--- config.mk ---
export PLATFORM = sky130hd
export DESIGN_NAME = icache
export DESIGN_NICKNAME = d
export VERILOG_FILES = /design/src/rtl/icache.sv
export SDC_FILE = /design/constraint.sdc
export NUM_CORES = 1
export LEC_CHECK = 0
export CORE_MARGIN = 2
export CORE_UTILIZATION = 41
export DETAILED_ROUTE_END_ITERATION = 16
export PLACE_DENSITY = 0.94
export SLEW_MARGIN = 20
export SYNTH_ARGS = -nofsm -noshare
export SYNTH_HDL_FRONTEND = slang
export SYNTH_SLANG_ARGS = --single-unit
--- constraint.sdc ---
create_clock -name clk -period 3.85 [get_ports clk]
set_input_delay 1.155 -clock clk [delete_from_list [all_inputs] [get_ports clk]]
set_output_delay 1.155 -clock clk [all_outputs]
set_load 0.005 [all_outputs]
--- src/rtl/icache.sv ---
// Direct-mapped instruction cache with one-word lines and a single outstanding refill.
// Line storage is present only when ICACHE_EN is defined; otherwise every fetch is served by memory.
module icache #(
  parameter int INDEX_BITS = 6
) (
  input  logic        clk,
  input  logic        rst,
  input  logic        ena,
  input  logic        in_clear,
  input  logic        in_fetcher_ena,
  input  logic [31:0] in_fetcher_addr,
  output logic        out_fetcher_ok,
  output logic [31:0] out_fetcher_inst,
  output logic        out_mem_ena,
  output logic [31:0] out_mem_addr,
  input  logic        in_mem_ok,
  input  logic [31:0] in_mem_data
);

  typedef enum logic {
    IDLE      = 1'b0,
    MISS_WAIT = 1'b1
  } state_t;

  state_t      r_state;
  state_t      w_state_next;
  logic        r_ok;
  logic        w_ok_next;
  logic [31:0] r_inst;
  logic [31:0] w_inst_next;
  logic        r_mem_ena;
  logic        w_mem_ena_next;
  logic [31:0] r_mem_addr;
  logic [31:0] w_mem_addr_next;
  logic        w_fill;
  logic        w_hit;
  logic [31:0] w_hit_data;
  logic        w_unused;

`ifdef ICACHE_EN
  localparam int LINES    = 1 << INDEX_BITS;
  localparam int TAG_BITS = 16 - INDEX_BITS;

  logic [31:0]           r_data [LINES];
  logic [TAG_BITS-1:0]   r_tag  [LINES];
  logic [LINES-1:0]      r_valid;
  logic [INDEX_BITS-1:0] w_rd_index;
  logic [TAG_BITS-1:0]   w_rd_tag;
  logic [INDEX_BITS-1:0] w_wr_index;
  logic [TAG_BITS-1:0]   w_wr_tag;

  assign w_rd_index = in_fetcher_addr[INDEX_BITS+1:2];
  assign w_rd_tag   = in_fetcher_addr[17:INDEX_BITS+2];
  // The refill line is addressed from the latched miss address, not the live fetch address.
  assign w_wr_index = r_mem_addr[INDEX_BITS+1:2];
  assign w_wr_tag   = r_mem_addr[17:INDEX_BITS+2];
  assign w_hit      = r_valid[w_rd_index] && (r_tag[w_rd_index] == w_rd_tag);
  assign w_hit_data = r_data[w_rd_index];
  assign w_unused   = &{1'b0, in_fetcher_addr[1:0]};

  always_ff @(posedge clk or posedge rst) begin
    if (rst) begin
      r_valid <= '0;
    end else if (ena && w_fill) begin
      r_valid[w_wr_index] <= 1'b1;
    end
  end

  always_ff @(posedge clk) begin
    if (ena && w_fill) begin
      r_data[w_wr_index] <= in_mem_data;
      r_tag[w_wr_index]  <= w_wr_tag;
    end
  end
`else
  assign w_hit      = 1'b0;
  assign w_hit_data = '0;
  assign w_unused   = &{1'b0, in_fetcher_addr[1:0], w_fill};
`endif

  // Clear overrides everything, including a refill arriving in the same cycle.
  always_comb begin
    w_state_next    = r_state;
    w_ok_next       = 1'b0;
    w_inst_next     = r_inst;
    w_mem_ena_next  = r_mem_ena;
    w_mem_addr_next = r_mem_addr;
    w_fill          = 1'b0;
    if (in_clear) begin
      w_state_next   = IDLE;
      w_mem_ena_next = 1'b0;
    end else begin
      case (r_state)
        IDLE: begin
          if (in_fetcher_ena && !r_ok) begin
            if (w_hit) begin
              w_ok_next   = 1'b1;
              w_inst_next = w_hit_data;
            end else begin
              w_state_next    = MISS_WAIT;
              w_mem_ena_next  = 1'b1;
              w_mem_addr_next = {in_fetcher_addr[31:2], 2'b00};
            end
          end
        end
        MISS_WAIT: begin
          if (in_mem_ok) begin
            w_fill         = 1'b1;
            w_state_next   = IDLE;
            w_mem_ena_next = 1'b0;
            w_ok_next      = 1'b1;
            w_inst_next    = in_mem_data;
          end
        end
        default: w_state_next = IDLE;
      endcase
    end
  end

  always_ff @(posedge clk or posedge rst) begin
    if (rst) begin
      r_state    <= IDLE;
      r_ok       <= 1'b0;
      r_inst     <= '0;
      r_mem_ena  <= 1'b0;
      r_mem_addr <= '0;
    end else if (ena) begin
      r_state    <= w_state_next;
      r_ok       <= w_ok_next;
      r_inst     <= w_inst_next;
      r_mem_ena  <= w_mem_ena_next;
      r_mem_addr <= w_mem_addr_next;
    end
  end

  assign out_fetcher_ok   = r_ok;
  assign out_fetcher_inst = r_inst;
  assign out_mem_ena      = r_mem_ena;
  assign out_mem_addr     = r_mem_addr;

endmodule

==> impl_metrics.csv, run 1 <==
group,metric,value,unit
final_layout,fill_cells,436,
grt,grt_max_degree,41,
cts,post-cts-setup-buffer-count,0,
final_layout,area_delta_synth_final,62.4,%
floorplanning,coreArea,0.00589,mm^2
floorplanning,io_pins,136,
sta,skew,6.85,ps
floorplanning,die_area,0.00671,mm^2
cts,clk_pin_slew,70,ps
cts,clock_sinks,65,
run_status,status,"finished clean",
sta,fmax,382,MHz
cts,clockBufferDepth,2,
worst_hold_path,min_path_type,"flip-flop to flip-flop",
floorplanning,die_w,81.9,um
routing,ant_nets,0,
sta,slew_viol_final,0,
floorplanning,rows,28,
power,ir_drop,0.375,mV
power,p_per_area,565,mW/mm^2
job,maxCapViolCount,0,
setup_path,cp.depth,5,
sta,fin_crit_sh,68.0,%
cts,clock_latency,320,ps
sta,timing.final.ws_setup,1230,ps
synthesis,syn_inst,150,
worst_hold_path,min_to,"out_mem_addr[13]",
sta,relSlewSlack,59.7,%
routing,wl,5.50,mm
routing,top_layer,"met4",
routing,via_per_inst,4.63,
power,p_leak,1.71,nW
sta,rsz0062_at_grt,"false",
placement,gp_congestion,0.671,
cts,ctsHoldBuffers,0,
setup_path,endpoint_kind,"flip-flop",
grt,grt_usage,16.8,%
cts,cts-root-buf,"clkbuf_8",
setup_path,crit_required,4050,ps
final_layout,mostFrequentLayoutCells,"131 x clkdlybuf4s50_1, 65 x dfrtp_1, 60 x mux2_2",
placement,numPortBuffers,131,
sta,setup_viol,0,
setup_path,critPathMaxFanout,30,
cts,htree_num_levels,3,
setup_path,r2r_cells,4,
sta,period_needed,2620,ps
setup_path,cp_slowest_cell,"clkdlybuf4s50_1",
power,power,2.28,mW
routing,vias,1703,
synthesis,yosys_warnings,0,
setup_path,timing.rr.start,"out_fetcher_ok",
grt,gr-total-overflow,0,
routing,wl_met1,2.14,mm
final_layout,n_antenna_cell,0,
setup_path,timing.rr.end,"out_mem_addr[5]",
routing,firstDrtPassIters,4,
synthesis,yosysUniqueCellTypes,16,
routing,route.met3.wl,353,um
floorplanning,start_util,42.3,%
cts,post_cts_resized,0,
synthesis,ys_seq_elements,65,
sta,hold_ws,492,ps
setup_path,r2r_setup_slack,2190,ps
synthesis,synth-seq-area-share,65.3,%
grt,grt_pass1_wl,8.25,mm
cts,cts_tree,"built",
grt,grt_pass1_vias,1699,
worst_hold_path,whs_path_depth,1,
setup_path,cp_num_buf_inv,2,
setup_path,cp-start-kind,"primary input",
sta,hold_violations,0,
routing,drt-initial-drc-count,38,
sta,tns,0,ps
setup_path,worstPathArrival,2820,ps
setup_path,path_class,"primary input to flip-flop",
final_layout,nets,358,
final_layout,final_common_cell,"clkdlybuf4s50_1",
synthesis,syn_area_per_cell,16.6,um^2
routing,remaining_drc_errors,0,
worst_hold_path,min_from,"out_mem_addr[13]",
grt,antenna_found_initial,0,
synthesis,syn_area,0.00249,mm^2
placement,dp_hpwl,4.12,mm
setup_path,critPathTopFamily,"buffers and inverters",
cts,cts_buffers,9,
sta,worst_slew_pin_slew,604,ps
setup_path,crit_chain,"clkdlybuf4s50_1, nand3b_2, nor3_4, buf_4, mux2_2",
final_layout,final_layout_size_suffix_gt1_share,27.6,%
setup_path,slowest_delay,610,ps
placement,pre_cts_slack,459,ps
floorplanning,die_y,81.9,um
routing,wl_per_cell,14.9,um
routing,routed-wl-met2,2.95,mm
-- synth_stat cells (all sizes together) --
library cell	number	area [um^2]
a21oi	1	5.00
nand4	1	12.5
dfrtp	65	1630
inv	4	15.0
nor3	1	16.3
nor2b	2	12.5
conb	1	3.75
mux2	62	698
buf	8	60.1
o21ai	2	10.0
nand3b	1	11.3
mux2i	1	10.0
o2bb2ai	1	8.76
-- cell type report --
cell class                 instances  area, um^2  area share [%]
inverter                           4        15.0           0.371
sequential                        65        1630            40.2
clock inverter                     3        15.0           0.371
tap                               75        93.8            2.32
timing repair buffer             134        1330            33.0
multi-input combinational         74         801            19.8
clock buffer                      13         159            3.93
-- per-layer routing --
metal / up-vias / global-route usage [%]
li1: 792 / -
met1: 841 / 19.6
met2: 64 / 28.3
met3: 6 / 5.49
met4: 0 / 7.50
met5: - / 0
-- registers in the layout, indices dropped and copies added, names as in the netlist --
signal and cells:
out_fetcher_inst 32, out_fetcher_ok 1, out_mem_addr 30, out_mem_ena 1, r_state 1
-- worst register-to-register path: cells and delay by family, from the launching register on --
family | cells | cell delay [ps]
flops | 1 | 390
mux | 1 | 410
simple gates | 2 | 370
buf+inv | 1 | 380
-- logic make-up (layout without fill, tap and decap cells) --
kind of cell | Yosys count | count (layout) | synth area share, %
other | 1 | 2 | 0.151
and+or+nand+nor | 5 | 5 | 2.11
DFF | 65 | 65 | 65.3
AOI/OAI and AO/OA | 4 | 4 | 0.955
buffers and inverters | 12 | 154 | 3.01
muxes | 63 | 63 | 28.4
-- worst max path at each step --
| stage | endpoint | from | slack (ps) |
|---|---|---|---|
| after floorplan | out_fetcher_inst[0] | rst | 1070 |
| after global placement | out_fetcher_inst[20] | ena | 510 |
| after detailed placement | out_fetcher_inst[29] | ena | 460 |
| after CTS | out_fetcher_inst[29] | ena | 810 |
| after global routing | out_mem_addr[5] | ena | 1160 |
| final | out_mem_addr[5] | ena | 1230 |
-- through the flow --
step | cell area, um^2 | cells | utilization, %
2_1_floorplan | 2490 | 151 | -
3_3_place_gp | 3860 | 352 | 65.6
3_5_place_dp | 3860 | 352 | 65.6
4_1_cts | 4040 | 368 | 68.6
5_1_grt | 4040 | 368 | 68.7
6_report | 4040 | 368 | 68.7
-- where the power goes --
group	internal (mW)	total (mW)	switching (mW)	leakage [nW]
combinational	0.568	0.774	0.206	0.835
sequential	0.897	1.00	0.104	0.786
clock	0.266	0.508	0.242	0.0932
Note: power is estimated with default switching activity, not from simulation.
==> run 2: changes to the inputs <==
--- a/config.mk
+++ b/config.mk
@@ -6,9 +6,9 @@
 export NUM_CORES = 1
 export LEC_CHECK = 0
 export CORE_MARGIN = 2
-export CORE_UTILIZATION = 41
+export CORE_UTILIZATION = 35
 export DETAILED_ROUTE_END_ITERATION = 16
-export PLACE_DENSITY = 0.94
+export PLACE_DENSITY = 0.86
 export SLEW_MARGIN = 20
 export SYNTH_ARGS = -nofsm -noshare
 export SYNTH_HDL_FRONTEND = slang
==> constraint.sdc (replaced) <==
create_clock -name clk -period 2.15 [get_ports clk]
set_input_delay 0.645 -clock clk [delete_from_list [all_inputs] [get_ports clk]]
set_output_delay 0.645 -clock clk [all_outputs]
set_load 0.005 [all_outputs]
==> impl_metrics.csv, run 2 (same netlist as run 1, synthesis figures left out) <==
group,metric,value,unit
placement,dpl_cell_area,0.00396,mm^2
floorplanning,die_w,88.3,um
power,ir_drop,0.582,mV
setup_path,cp-start-kind,"flip-flop",
sta,timing.final.ws_setup,292,ps
worst_hold_path,min_path_type,"flip-flop to flip-flop",
sta,hold_violations,0,
cts,cts_buffers,9,
run_status,status,"finished clean",
sta,rsz0062_at_grt,"false",
final_layout,n_antenna_cell,0,
power,p_leak,1.74,nW
placement,numPortBuffers,131,
cts,clock_sinks,65,
cts,clk_pin_slew,70,ps
routing,wl,5.59,mm
sta,fin_crit_sh,86.4,%
setup_path,worstPathArrival,1210,ps
grt,grt_usage,14.5,%
setup_path,endpoint_kind,"primary output",
placement,pre_cts_slack,-21.3,ps
grt,antenna_found_initial,0,
routing,vias,1739,
job,maxCapViolCount,0,
grt,gr-total-overflow,0,
floorplanning,rows,30,
setup_path,path_class,"flip-flop to primary output",
floorplanning,coreArea,0.00683,mm^2
cts,ctsHoldBuffers,0,
cts,htree_num_levels,3,
cts,cts_tree,"built",
setup_path,critPathMaxFanout,3,
setup_path,cp_slowest_cell,"clkdlybuf4s50_1",
final_layout,nets,360,
setup_path,crit_required,1500,ps
setup_path,crit_chain,"clkdlybuf4s50_1",
cts,clock_latency,330,ps
sta,fmax,538,MHz
routing,via_per_inst,4.45,
routing,ant_nets,0,
setup_path,critPathTopFamily,"buffers and inverters",
floorplanning,die_y,88.3,um
routing,wl_per_cell,14.3,um
setup_path,slowest_delay,520,ps
cts,post-cts-setup-buffer-count,0,
grt,grt_pass1_wl,8.46,mm
floorplanning,io_pins,136,
grt,grt_pass1_vias,1824,
final_layout,final_common_cell,"clkdlybuf4s50_1",
final_layout,post-route-util,60.5,%
routing,remaining_drc_errors,0,
power,p_per_area,993,mW/mm^2
sta,setup_viol,0,
floorplanning,die_area,0.00780,mm^2
cts,cts-root-buf,"clkbuf_8",
placement,dp_hpwl,4.16,mm
floorplanning,start_util,36.4,%
sta,hold_ws,486,ps
setup_path,cp_num_buf_inv,1,
sta,skew,4.75,ps
final_layout,final_layout_size_suffix_gt1_share,27.8,%
routing,drt-initial-drc-count,43,
final_layout,mostFrequentLayoutCells,"131 x clkdlybuf4s50_1, 65 x dfrtp_1, 60 x mux2_2",
cts,clockBufferDepth,2,
routing,firstDrtPassIters,3,
final_layout,final_area,0.00413,mm^2
sta,period_needed,1860,ps
placement,gp_congestion,0.759,
cts,post_cts_resized,0,
final_layout,largest_reg_flops,32,
sta,slew_viol_final,0,
grt,grt_max_degree,66,
final_layout,area_delta_synth_final,65.9,%
sta,tns,0,ps
-- run 2: per-layer routing --
metal	track usage (%)	part of all wire, %
met1	16.0	39
met2	24.0	52
met3	5.69	7.2
met4	7.85	1.8
met5	0	0
-- run 2: report_power, final --
part           total, mW  internal, mW  switching [mW]  leakage, nW
sequential          1.79          1.61           0.186        0.786
combinational       1.39          1.03           0.368        0.863
clock              0.917         0.481           0.435       0.0867
-- run 2: final timing paths --
| kind | slack [ps] | endpoint | start | cells past startpoint |
|---|---|---|---|---|
| worst min-delay path | 490 | out_mem_addr[8] | out_mem_addr[8] | 1 |
| worst max-delay path | 290 | out_fetcher_ok | out_fetcher_ok | 1 |
| worst max register to register | 610 | out_mem_addr[21] | out_fetcher_ok | 4 |
| worst min register to register | 490 | out_mem_addr[8] | out_mem_addr[8] | 1 |
| max in group asynchronous | 1110 | out_mem_addr[31] | rst | 3 |
| min in group asynchronous | 760 | out_mem_addr[22] | rst | 3 |
-- run 2: cell type report --
cell class	count	area, um^2
Fill cell	564	2700
Sequential cell	65	1630
Timing Repair Buffer	136	1400
Multi-Input combinational cell	74	792
Clock buffer	14	163
Tap cell	96	120
Inverter	4	18.8
Clock inverter	2	12.5
-- run 2: metrics by stage --
| step | std cells | power, mW |
|---|---|---|
| 2_1_floorplan | 151 | 2.23 |
| 3_3_place_gp | 375 | 3.17 |
| 3_5_place_dp | 375 | 3.23 |
| 4_1_cts | 391 | 4.16 |
| 5_1_grt | 391 | 4.34 |
| 6_report | 391 | 4.10 |
